## src/rtl/uart_pkg.sv

```systemverilog
// Shared types, widths and helpers for the UART transmit arbitration path.
package uart_pkg;

  typedef enum logic [0:0] {
    IDLE = 1'b0,
    LOCK = 1'b1
  } arb_state_e;

  localparam int NUM_REQ_DEF = 4;

  // Index width for a requester count; never narrower than one bit.
  function automatic int gid_width(input int n);
    int w;
    w = $clog2(n);
    return (w < 1) ? 1 : w;
  endfunction

  // Width that can hold 0..max_val inclusive; never narrower than one bit.
  function automatic int cnt_width(input int max_val);
    int w;
    w = $clog2(max_val + 1);
    return (w < 1) ? 1 : w;
  endfunction

  localparam int GID_W = gid_width(NUM_REQ_DEF);

endpackage

```

## src/rtl/uart_rr_pick.sv

```systemverilog
// Combinational round-robin picker: first asserted request strictly after
// last_grant, wrapping modulo NUM_REQ (last_grant itself is checked last).
module uart_rr_pick
  import uart_pkg::*;
#(
  parameter int NUM_REQ = NUM_REQ_DEF,
  parameter int IDX_W   = GID_W
) (
  input  logic [NUM_REQ-1:0] req,
  input  logic [IDX_W-1:0]   last_grant,
  output logic               found,
  output logic [IDX_W-1:0]   index
);

  // base is always < NUM_REQ and ofs <= NUM_REQ, so one subtraction wraps.
  function automatic logic [IDX_W-1:0] wrap_idx(input logic [IDX_W-1:0] base, input int ofs);
    int s;
    s = int'(base) + ofs;
    if (s >= NUM_REQ) s = s - NUM_REQ;
    return IDX_W'(s);
  endfunction

  // Scan from the farthest offset down so the nearest hit wins.
  always_comb begin
    found = 1'b0;
    index = '0;
    for (int k = NUM_REQ; k >= 1; k--) begin
      if (req[wrap_idx(last_grant, k)]) begin
        found = 1'b1;
        index = wrap_idx(last_grant, k);
      end
    end
  end

endmodule

```

## src/rtl/uart_tx_arbiter.sv

```systemverilog
// Packet-locked round-robin arbiter sharing one UART TX byte stream among
// NUM_REQ requesters; releases on last byte, burst limit or idle timeout.
module uart_tx_arbiter
  import uart_pkg::*;
#(
  parameter int NUM_REQ      = NUM_REQ_DEF,
  parameter int DATA_WIDTH   = 8,
  parameter int MAX_BURST    = 16,
  parameter int IDLE_TIMEOUT = 255
) (
  input  logic                          clk,
  input  logic                          rstn,
  input  logic [NUM_REQ-1:0]            req_valid,
  input  logic [NUM_REQ-1:0]            req_last,
  input  logic [NUM_REQ*DATA_WIDTH-1:0] req_data,
  output logic [NUM_REQ-1:0]            req_ready,
  output logic                          out_valid,
  output logic [DATA_WIDTH-1:0]         out_data,
  input  logic                          out_ready,
  output logic [gid_width(NUM_REQ)-1:0] grant_id,
  output logic                          busy
);

  localparam int GW = gid_width(NUM_REQ);
  localparam int IW = cnt_width(IDLE_TIMEOUT);

  localparam logic [0:0] ST_IDLE = IDLE;
  localparam logic [0:0] ST_LOCK = LOCK;

  logic [0:0]    state_reg;
  logic [GW-1:0] grant_id_reg;
  logic [GW-1:0] last_grant_reg;
  logic [7:0]    burst_cnt_reg;
  logic [IW-1:0] idle_cnt_reg;

  logic          pick_found;
  logic [GW-1:0] pick_idx;

  logic [NUM_REQ-1:0] gnt_onehot;
  logic               in_lock;
  logic               sel_valid;
  logic               sel_last;
  logic               xfer;
  logic [8:0]         burst_inc;
  logic               burst_hit;
  logic [IW:0]        idle_inc;
  logic [IW-1:0]      idle_sat_next;
  logic               timeout_hit;

  uart_rr_pick #(
    .NUM_REQ (NUM_REQ),
    .IDX_W   (GW)
  ) u_pick (
    .req        (req_valid),
    .last_grant (last_grant_reg),
    .found      (pick_found),
    .index      (pick_idx)
  );

  // rstn gates the pass-through so a byte presented during reset is never accepted.
  assign in_lock = rstn && (state_reg == ST_LOCK);

  genvar gi;
  generate
    for (gi = 0; gi < NUM_REQ; gi++) begin : g_req
      assign gnt_onehot[gi] = (grant_id_reg == GW'(gi));
      assign req_ready[gi]  = in_lock && out_ready && gnt_onehot[gi];
    end
  endgenerate

  assign sel_valid = |(req_valid & gnt_onehot);
  assign sel_last  = |(req_last & gnt_onehot);
  assign out_data  = req_data[int'(grant_id_reg)*DATA_WIDTH +: DATA_WIDTH];
  assign out_valid = in_lock && sel_valid;
  assign xfer      = out_valid && out_ready;

  assign burst_inc     = {1'b0, burst_cnt_reg} + 9'd1;
  assign burst_hit     = (burst_inc == 9'(MAX_BURST));
  assign idle_inc      = {1'b0, idle_cnt_reg} + (IW+1)'(1);
  assign idle_sat_next = (&idle_cnt_reg) ? idle_cnt_reg : idle_inc[IW-1:0];
  assign timeout_hit   = (IDLE_TIMEOUT != 0) && (idle_inc == (IW+1)'(IDLE_TIMEOUT));

  assign grant_id = grant_id_reg;
  assign busy     = (state_reg == ST_LOCK);

  always_ff @(posedge clk) begin
    if (!rstn) begin
      state_reg      <= ST_IDLE;
      grant_id_reg   <= '0;
      last_grant_reg <= GW'(NUM_REQ - 1);
      burst_cnt_reg  <= '0;
      idle_cnt_reg   <= '0;
    end else begin
      case (state_reg)
        ST_IDLE: begin
          if (pick_found) begin
            grant_id_reg  <= pick_idx;
            burst_cnt_reg <= '0;
            idle_cnt_reg  <= '0;
            state_reg     <= ST_LOCK;
          end
        end
        default: begin
          if (xfer) begin
            burst_cnt_reg <= burst_inc[7:0];
            idle_cnt_reg  <= '0;
            if (sel_last || burst_hit) begin
              last_grant_reg <= grant_id_reg;
              state_reg      <= ST_IDLE;
            end
          end else if (!sel_valid) begin
            // Backpressure with valid high takes neither branch: counters hold.
            idle_cnt_reg <= idle_sat_next;
            if (timeout_hit) begin
              last_grant_reg <= grant_id_reg;
              state_reg      <= ST_IDLE;
            end
          end
        end
      endcase
    end
  end

endmodule

```

## config.mk

```make
export PLATFORM = sky130hd
export DESIGN_NAME = uart_tx_arbiter
export DESIGN_NICKNAME = d
export VERILOG_FILES = /design/src/rtl/uart_pkg.sv /design/src/rtl/uart_rr_pick.sv /design/src/rtl/uart_tx_arbiter.sv
export SDC_FILE = /design/constraint.sdc
export NUM_CORES = 1
export LEC_CHECK = 0
export BUFFER_PORTS_ARGS = -buffer_cell sky130_fd_sc_hd__buf_2
export CORE_MARGIN = 10
export CORE_UTILIZATION = 52
export CTS_CLUSTER_DIAMETER = 200
export DETAILED_ROUTE_END_ITERATION = 10
export PLACE_DENSITY = 0.85
export SYNTH_ARGS = -nofsm -noshare
export SYNTH_HDL_FRONTEND = slang
export SYNTH_SLANG_ARGS = --single-unit
```

## constraint.sdc

```tcl
create_clock -name clk -period 4.6 [get_ports clk]
set_clock_uncertainty 0.05 [all_clocks]
set_input_delay 0.92 -clock clk [delete_from_list [all_inputs] [get_ports clk]]
set_output_delay 0.92 -clock clk [all_outputs]
set_load 0.02 [all_outputs]
```

# After elaboration in Yosys (flattened, before gate mapping)
# Cells that the tools add are included.
[totals]
regBits = 21
in_bits = 43
wordCells = 93
[op_classes]
n_addsub = 10
magnitude_cmp = 8
n_eq_ne = 10
shifts = 1
muxes = 37
n_bitwise = 3
n_reduce_logical = 19
[op_table]
columns = ["cell", "count"]
rows = [
  ["2-to-1 mux 8 bit", 7],
  ["variable part select 32 x 6 -> 8 bit", 1],
  ["2-to-1 mux 2 bit", 12],
  ["adder 8 x 1 -> 9 bit, second input constant", 2],
  ["2-to-1 mux 1 bit", 14],
  ["< comparator 2 x 3 -> 1 bit, second input constant", 4],
  ["== test 9 x 5 -> 1 bit, second input constant", 1],
  ["== test 9 x 8 -> 1 bit, second input constant", 1],
  ["greater-or-equal comparator 3 bit, second input constant", 3],
  ["AND 4 bit", 2],
  ["binary-select mux 1 bit (select 2 bit)", 4],
  ["logical AND 1 bit", 8],
  ["AND reduction 8 bit", 1],
  ["OR reduction 4 bit", 2],
  ["subtractor 2 x 1 -> 2 bit, second input constant", 4],
  ["adder 2 x 2 -> 3 bit, second input constant", 2],
  ["inequality test 2 x 1 -> 1 bit, second input constant", 3],
  ["adder 2 x 3 -> 4 bit, second input constant", 1],
  ["== test 2 bit, second input constant", 2],
  ["greater-or-equal comparator 4 x 3 -> 1 bit, second input constant", 1],
  ["AND reduction 2 bit", 2],
  ["AND reduction 4 bit", 1],
  ["nonzero test 2 bit", 2],
  ["adder 2 x 1 -> 3 bit, second input constant", 1],
  ["7 further kinds", 7],
]

# Depth between registers and ports, before layout
# Gate-level depths: netlist of the first run.
[depth]
word_depth = 11
mapped_depth = 8

# Modules after synthesis
# A second synthesis of the first run with hierarchy kept.
[unflattened]
hier_cells = 177
area_unflattened_um2 = 1537.7
[modules_own_cells]
columns = ["module", "instances", "cells_each", "area_per_inst_um2", "seq_area_each_um2"]
rows = [
  ["uart_tx_arbiter", 1, 163, 1446.4, 420.4],
  ["uart_rr_pick", 1, 14, 91.3, 0.0],
]

# Worst setup path before layout of the first run
# Ideal clock, no wire load.
[synth_path]
path_type = "input to output"
start = "in req_valid[3]"
end = "out out_valid"
t_arrival_ps = 1688
t_required_ps = 3630
setup_slack_ps = 1942
stages = 2
n_path_buf = 0
cell_sequence = "mux4_2 -> and3_1"
[synth_via]
elab_chain_len = 3
[synth_rtl]
columns = ["item", "line", "source"]
rows = [
  ["start: declaration", "uart_tx_arbiter.sv:13", "input logic [NUM_REQ-1:0] req_valid,"],
  ["AND 4 bit", "uart_tx_arbiter.sv:71", "assign sel_valid = |(req_valid & gnt_onehot);"],
  ["OR reduction 4 bit", "uart_tx_arbiter.sv:71", ""],
  ["logical AND 1 bit", "uart_tx_arbiter.sv:74", "assign out_valid = in_lock && sel_valid;"],
  ["end: declaration", "uart_tx_arbiter.sv:17", "output logic out_valid,"],
]
# Every way passes these cells.

# Worst setup path in the final report of the first run
[layout_path]
start = "reg grant_id_reg[0], in the netlist grant_id[0]"
end = "out out_valid"
[layout_via]
elab_chain_len = 4
[layout_rtl]
columns = ["item", "line", "source"]
rows = [
  ["start: declaration", "uart_tx_arbiter.sv:31", "logic [GW-1:0] grant_id_reg;"],
  ["start signal: assignment", "uart_tx_arbiter.sv:97", "grant_id_reg <= pick_idx;"],
  ["== test 2 x 1 -> 1 bit (tied with other cells)", "uart_tx_arbiter.sv:66", "assign gnt_onehot[gi] = (grant_id_reg == GW'(gi));"],
  ["AND 4 bit *", "uart_tx_arbiter.sv:71", ""],
  ["OR reduction 4 bit *", "uart_tx_arbiter.sv:71", ""],
  ["logical AND 1 bit *", "uart_tx_arbiter.sv:74", ""],
]
# Every way passes the cells marked *; elsewhere a longest branch is shown, timed or not.

==> results of run 1 <==
[final cells by class]
type	instances	share of cell area
Clock inverter	1	0.00277
Inverter	7	0.0145
Multi-Input combinational cell	151	0.555
Clock buffer	3	0.0125
Timing Repair Buffer	58	0.161
Sequential cell	21	0.233
Tap cell	31	0.0215
[kinds of logic after synthesis]
family                     after synthesis  synth area share
AOI/OAI and AO/OA                       48             0.187
xor gates and xnor gates                 2            0.0118
adders and majority gates                4            0.0337
buffers and inverters                   14            0.0421
DFF                                     21             0.283
muxes                                   10             0.152
and+or+nand+nor                         87             0.291
[worst max-delay path by stage]
stage / cells after the start / from / slack, ps / to
2_1_floorplan: 2 / req_valid[3] / 1940 / out_valid
3_3_place_gp: 4 / req_valid[3] / 1690 / out_valid
3_5_place_dp: 4 / req_valid[3] / 1690 / out_valid
4_1_cts: 3 / grant_id[0] / 1410 / out_valid
5_1_grt: 3 / grant_id[0] / 1270 / out_valid
6_report: 3 / grant_id[0] / 1440 / out_valid
[cells in the final DEF (no fill, tap or decap), types with 2 or more instances in the layout]
master and instances:
or3_1 3, nor4_1 2, nand3b_1 3, nor3_1 6
and3_1 6, nand2b_1 2, inv_1 6, nor2_1 26
ha_1 4, or2_2 2, or4_1 2, o21ai_0 13
a21oi_1 19, a211o_1 2, buf_2 58, dfxtp_1 21
mux4_2 10, nand2_1 19, clkbuf_4 3, nand3_1 9
and2_1 2, a31oi_1 6
[power groups by stage]
stage,clock network [mW],registers [mW],logic [mW]
floorplan,0,0.195,0.0703
global placement,0,0.201,0.0996
detailed placement,0,0.202,0.102
CTS,0.0971,0.197,0.102
global route,0.101,0.199,0.111
finish,0.0944,0.197,0.102
[tightest hold or removal path, stage by stage, from the launching register on]
cell and delay, ps:
dfxtp_1 340, o21ai_0 70, a21oi_1 70
[metal layers]
| layer | up-vias | part of all wire |
|---|---|---|
| met1 | 740 | 0.41 |
| li1 | 796 | - |
| met4 | 0 | 0.020 |
| met2 | 54 | 0.50 |
| met5 | - | 0 |
| met3 | 9 | 0.066 |
[per-stage QoR]
| stage | std cells | instance area, um2 | hold slack, ps |
|---|---|---|---|
| 4_1_cts | 272 | 1810 | 463 |
| 3_5_place_dp | 268 | 1780 | 445 |
| 5_1_grt | 272 | 1810 | 476 |
| 2_1_floorplan | 186 | 1490 | 400 |
| 3_3_place_gp | 268 | 1780 | 421 |
| 6_report | 272 | 1810 | 472 |
==> summary.md, run 1 <==
| Metric | Value |
|---|---|
| Largest net degree at the start of global routing | 18 |
| I/O Pins | roughly 60 |
| Min-Delay Startpoint | idle_cnt_reg[7] |
| CTS tree | yes |
| Die area | 5400 um2 |
| PwrDens | 218 nW/um2 |
| Slowest CP cell | dfxtp_1 |
| Initial antenna violation count | 0 |
| Top-area cell type share of the netlist area | 0.283 |
| Antenna-violating nets left | 0 |
| Hold crit path type | flip-flop to flip-flop |
| Share of post-route cells with drive strength above 1 | 0.311 |
| Slew Limit Headroom | 0.501 |
| Crit. End Element | primary output |
| R2R cell count | 5 |
| Post-Synthesis Cells | 186 |
| Vias in the first global route | 1,465 |
| Maximum VDD drop | between 0.2 and 0.25 mV |
| Logic pwr share | 0.259 |
| Final Hold Fails | 0 |
| Die span in y | 73.5 um |
| Reg clk slew, reported paths | 120 ps |
| Busiest grt layer | met2 |
| Largest delay share family, worst path | flip-flops |
| Port bufs | 58 |
| CP Cell Sequence | mux4_2 > and3_1 > buf_2 |
| Mean post-synth cell area | 7.99 um2 |
| Syn. warnings | 0 |
| Pre-CTS setup slack | between 1500 and 2000 ps |
| Hold Buf Count CTS | 0 |
| Power Internal | about 0.27 mW |
| Post-synth top area cell | dfxtp_1 |
| Met3 Track Usage GR | 0.0363 |
| Final setup viols | 0 |
| M1 GR Usage | 0.172 |
| Syn Nets | 233 |
| Mapped Area | 1490 um2 |
| Tmin final | 3160 ps |
| TritonCTS buffer count | 3 |
| Fmax | 0.317 GHz |
| Root Driver | clkbuf_4 |
| Unrepaired setup endpoints after global routing | false |
| Hold Crit Endpoint | idle_cnt_reg[7] |
| Worst EP arrival | 2190 ps |
| Critical Path Start Type | flip-flop |
| Register area share after synthesis | 0.283 |
| Worst Path Max Fanout | 15 |
| Post-Route Utilization | 0.661 |
| Met2 Use GR | 0.259 |
| Post-DP HPWL | 3.37 mm |
| Area delta synth->final | 21.5% |
| Setup Fix Bufs, Post-CTS | 0 |
| Slew @ Worst Pin | 748 ps |
| GR Overflow Total | 0 |
| Multi-input gate area | 1000 um2 |
| Nets@finish | ~290 |
| Worst reg-to-reg setup slack | around 1800 ps |
| Starting Density | 0.544 |
| Buf/Inv on CP | 1 |
| Synth top cells by count | 26 x nor2_1, 21 x dfxtp_1, 19 x a21oi_1, 19 x nand2_1, 13 x o21ai_0 |
| H-tree levels | 1 |
| Count leader, synth | nor2_1 |
| Synth area leaders | dfxtp_1 28%, mux4_2 15%, nor2_1 6.6% |
| Fillers | 255 |
| Cts repair resizes | 0 |
| WL per Instance | 15.5 um |
| Post-synth EDFFs | 0 |
| All-Layer GR Usage | 0.149 |
| Status | completed |
| Netlist cell types | 39 |
| Overall Power | 0.393 mW |
| Sequential share of power | 0.501 |
| First-pass GRT wire length | 6.62 mm |
| Worst r2r dst | idle_cnt_reg[7] |
| CTS sink cnt | 21 |
| Register area | 420 um2 |
| 1st-iter DRT viols | 88 |
| Die Span X | 73.5 um |
| Routability cong. | 0.859 |
| Core Area | 2730 um2 |
| Ant diodes | 0 |
| Worst path max stage delay | 830 ps |
| Synth Flop Type | dfxtp_1 |
| Synth Register Bits | 21 |
| WHS Path Cells | 2 |
| Switching part of the total | 0.320 |
| Clock share of power | 0.240 |
| R2r startpoint | grant_id[0] |
| Tcrit/Tclk final | 0.687 |
| WP data required | 3630 ps |
| Pleak | 0.761 nW |
| Clock Latency Late Sink | ~320 ps |
| Synth async-reset ratio | 0 |
| Max Cap Violations | 0 |
| Via density | 5.88 |
| Max Root-Sink Buffers | 2 |
| Fin Setup TNS | 0 ps |
| Row cnt | 19 |
| Worst setup path category | flip-flop to primary output |
| DRT Pass-1 Iters | 4 |
| Fin worst setup slack | 1440 ps |
| Residual DRC | 0 |
| Psw | 0.126 mW |
| DRT Wirelength | 4.22 mm |
| Vias | 1,599 |
| Slew Limit Fails | 0 |
(Power assumes the default switching activity.)
==> run 2: changes to the inputs <==
- CORE_UTILIZATION: 52 -> 48
- PLACE_DENSITY: 0.85 -> 0.79
- clock period: 4.6 -> 3.1 ns (I/O delays scaled with it)
==> summary.md, run 2 (synthesis results as in run 1) <==
| Metric | Value |
|---|---|
| Share of post-route cells with drive strength above 1 | 0.317 |
| Final setup viols | 0 |
| Nets@finish | 291 |
| TritonCTS buffer count | 3 |
| PwrDens | around 320 nW/um2 |
| Maximum VDD drop | 0.169 mV |
| DRT Pass-1 Iters | 4 |
| Overall Power | 0.587 mW |
| Commonest non-fill, non-tap cells in the layout | 58 x buf_2, 26 x nor2_1, 21 x dfxtp_1, 19 x nand2_1, 19 x a21oi_1 |
| Slew Limit Fails | 0 |
| H-tree levels | 1 |
| Slowest CP cell | mux4_2 |
| Max Cap Violations | 0 |
| Starting Density | 0.495 |
| Worst reg-to-reg setup slack | approximately 900 ps |
| Worst Path Max Fanout | 14 |
| Largest net degree at the start of global routing | 18 |
| Pleak | between 0.7 and 0.8 nW |
| Unrepaired setup endpoints after global routing | false |
| Residual DRC | 0 |
| Row cnt | 20 |
| Port bufs | 58 |
| CTS sink cnt | 21 |
| Setup Fix Bufs, Post-CTS | 0 |
| All-Layer GR Usage | 0.146 |
| Clock Latency Late Sink | 310 ps |
| Hold Slack | 448 ps |
| Min-Delay Startpoint | last_grant_reg[0] |
| Ant diodes | 0 |
| R2R cell count | 5 |
| CP Cell Sequence | buf_4 > mux4_2 > buf_2 |
| Hold crit path type | flip-flop to flip-flop |
| WL per Instance | roughly 16 um |
| Worst path max stage delay | 550 ps |
| CTS tree | yes |
| Worst setup path category | flip-flop to primary output |
| Fmax | about 0.43 GHz |
| Worst EP arrival | ~1700 ps |
| DRT Wirelength | between 4 and 5 mm |
| Slew @ Worst Pin | 553 ps |
| Largest delay share family, worst path | multiplexers |
| Antenna-violating nets left | 0 |
| 1st-iter DRT viols | 102 |
| WP data required | 2430 ps |
| Tcrit/Tclk final | 0.756 |
| Worst r2r dst | idle_cnt_reg[7] |
| Fin cells | 276 |
| Post-Place Cells | 272 |
| Root Driver | clkbuf_4 |
| Die area | 5720 um2 |
| R2r startpoint | grant_id[0] |
| I/O Pins | 59 |
| Fin Setup TNS | 0 ps |
| WHS Path Cells | 2 |
| Tmin final | 2340 ps |
| Via density | 5.83 |
| Max Root-Sink Buffers | 2 |
| Routability cong. | 0.804 |
| Most common cell after layout, fill and taps aside | buf_2 |
| Buf/Inv on CP | 2 |
| Reg clk slew, reported paths | 140 ps |
| Post-DP HPWL | 3.56 mm |
| Hold Buf Count CTS | 0 |
| Die span in y | 75.7 um |
| Final Hold Fails | 0 |
| Vias | 1,609 |
| Critical Path Start Type | flip-flop |
| GR Overflow Total | 0 |
| Slew Limit Headroom | 0.628 |
| Die Span X | about 76 um |
| Area delta synth->final | 22.9% |
| Vias in the first global route | 1,544 |
| Core Area | between 3000 and 4000 um2 |
| First-pass GRT wire length | 6.71 mm |
| Initial antenna violation count | 0 |
| Hold Crit Endpoint | last_grant_reg[0] |
| Crit. End Element | primary output |
| Cts repair resizes | 0 |
| Status | completed |
## run 2: cell types whose count changed in the layout (fill, tap and decap cells not counted), sizes merged
cell / before / now
buf: 58 / 60
clkinv: 2 / 1
clkinvlp: 0 / 1
## run 2: worst min-delay path, cell delays in order, from the launching register on
cell and delay (ps):
dfxtp_1 340, a31oi_1 70, o21ai_0 60
## run 2: power breakdown
part	total, mW	internal [mW]	switching (mW)
sequential	0.284	0.275	0.00863
combinational	0.165	0.0757	0.0890
clock	0.138	0.0492	0.0888
## run 2: cell type report
cell class,count,area (um2)
sequential,21,420
timing repair buffer,60,305
inverter,7,26.3
fill,277,1180
multi-input combinational,151,1000
tap,33,41.3
clock buffer,3,22.5
clock inverter,1,7.51
## run 2: worst max path at each step
stage	depth (start not counted)	slack, ps	startpoint	to
after floorplan	7	750	grant_id[0]	idle_cnt_reg[7]
after global placement	6	580	req_valid[3]	idle_cnt_reg[7]
after detailed placement	6	550	req_valid[3]	idle_cnt_reg[7]
after CTS	3	740	grant_id[0]	out_data[2]
after global routing	7	660	idle_cnt_reg[0]	idle_cnt_reg[7]
final	3	760	grant_id[0]	out_data[2]
## run 2: through the flow
step,worst slack [ps],cell area [um2],util
floorplan,747,1490,-
global placement,584,1800,0.598
detailed placement,548,1800,0.598
CTS,741,1830,0.608
global route,657,1830,0.608
finish,757,1830,0.608
## run 2: per-layer routing
layer / global-route usage / vias to the layer above / wire length (um)
met5: 0 / - / 0
met4: 0.0454 / 0 / 58
met3: 0.0326 / 6 / 354
met2: 0.271 / 50 / 2350
met1: 0.160 / 746 / 1600
li1: - / 807 / -
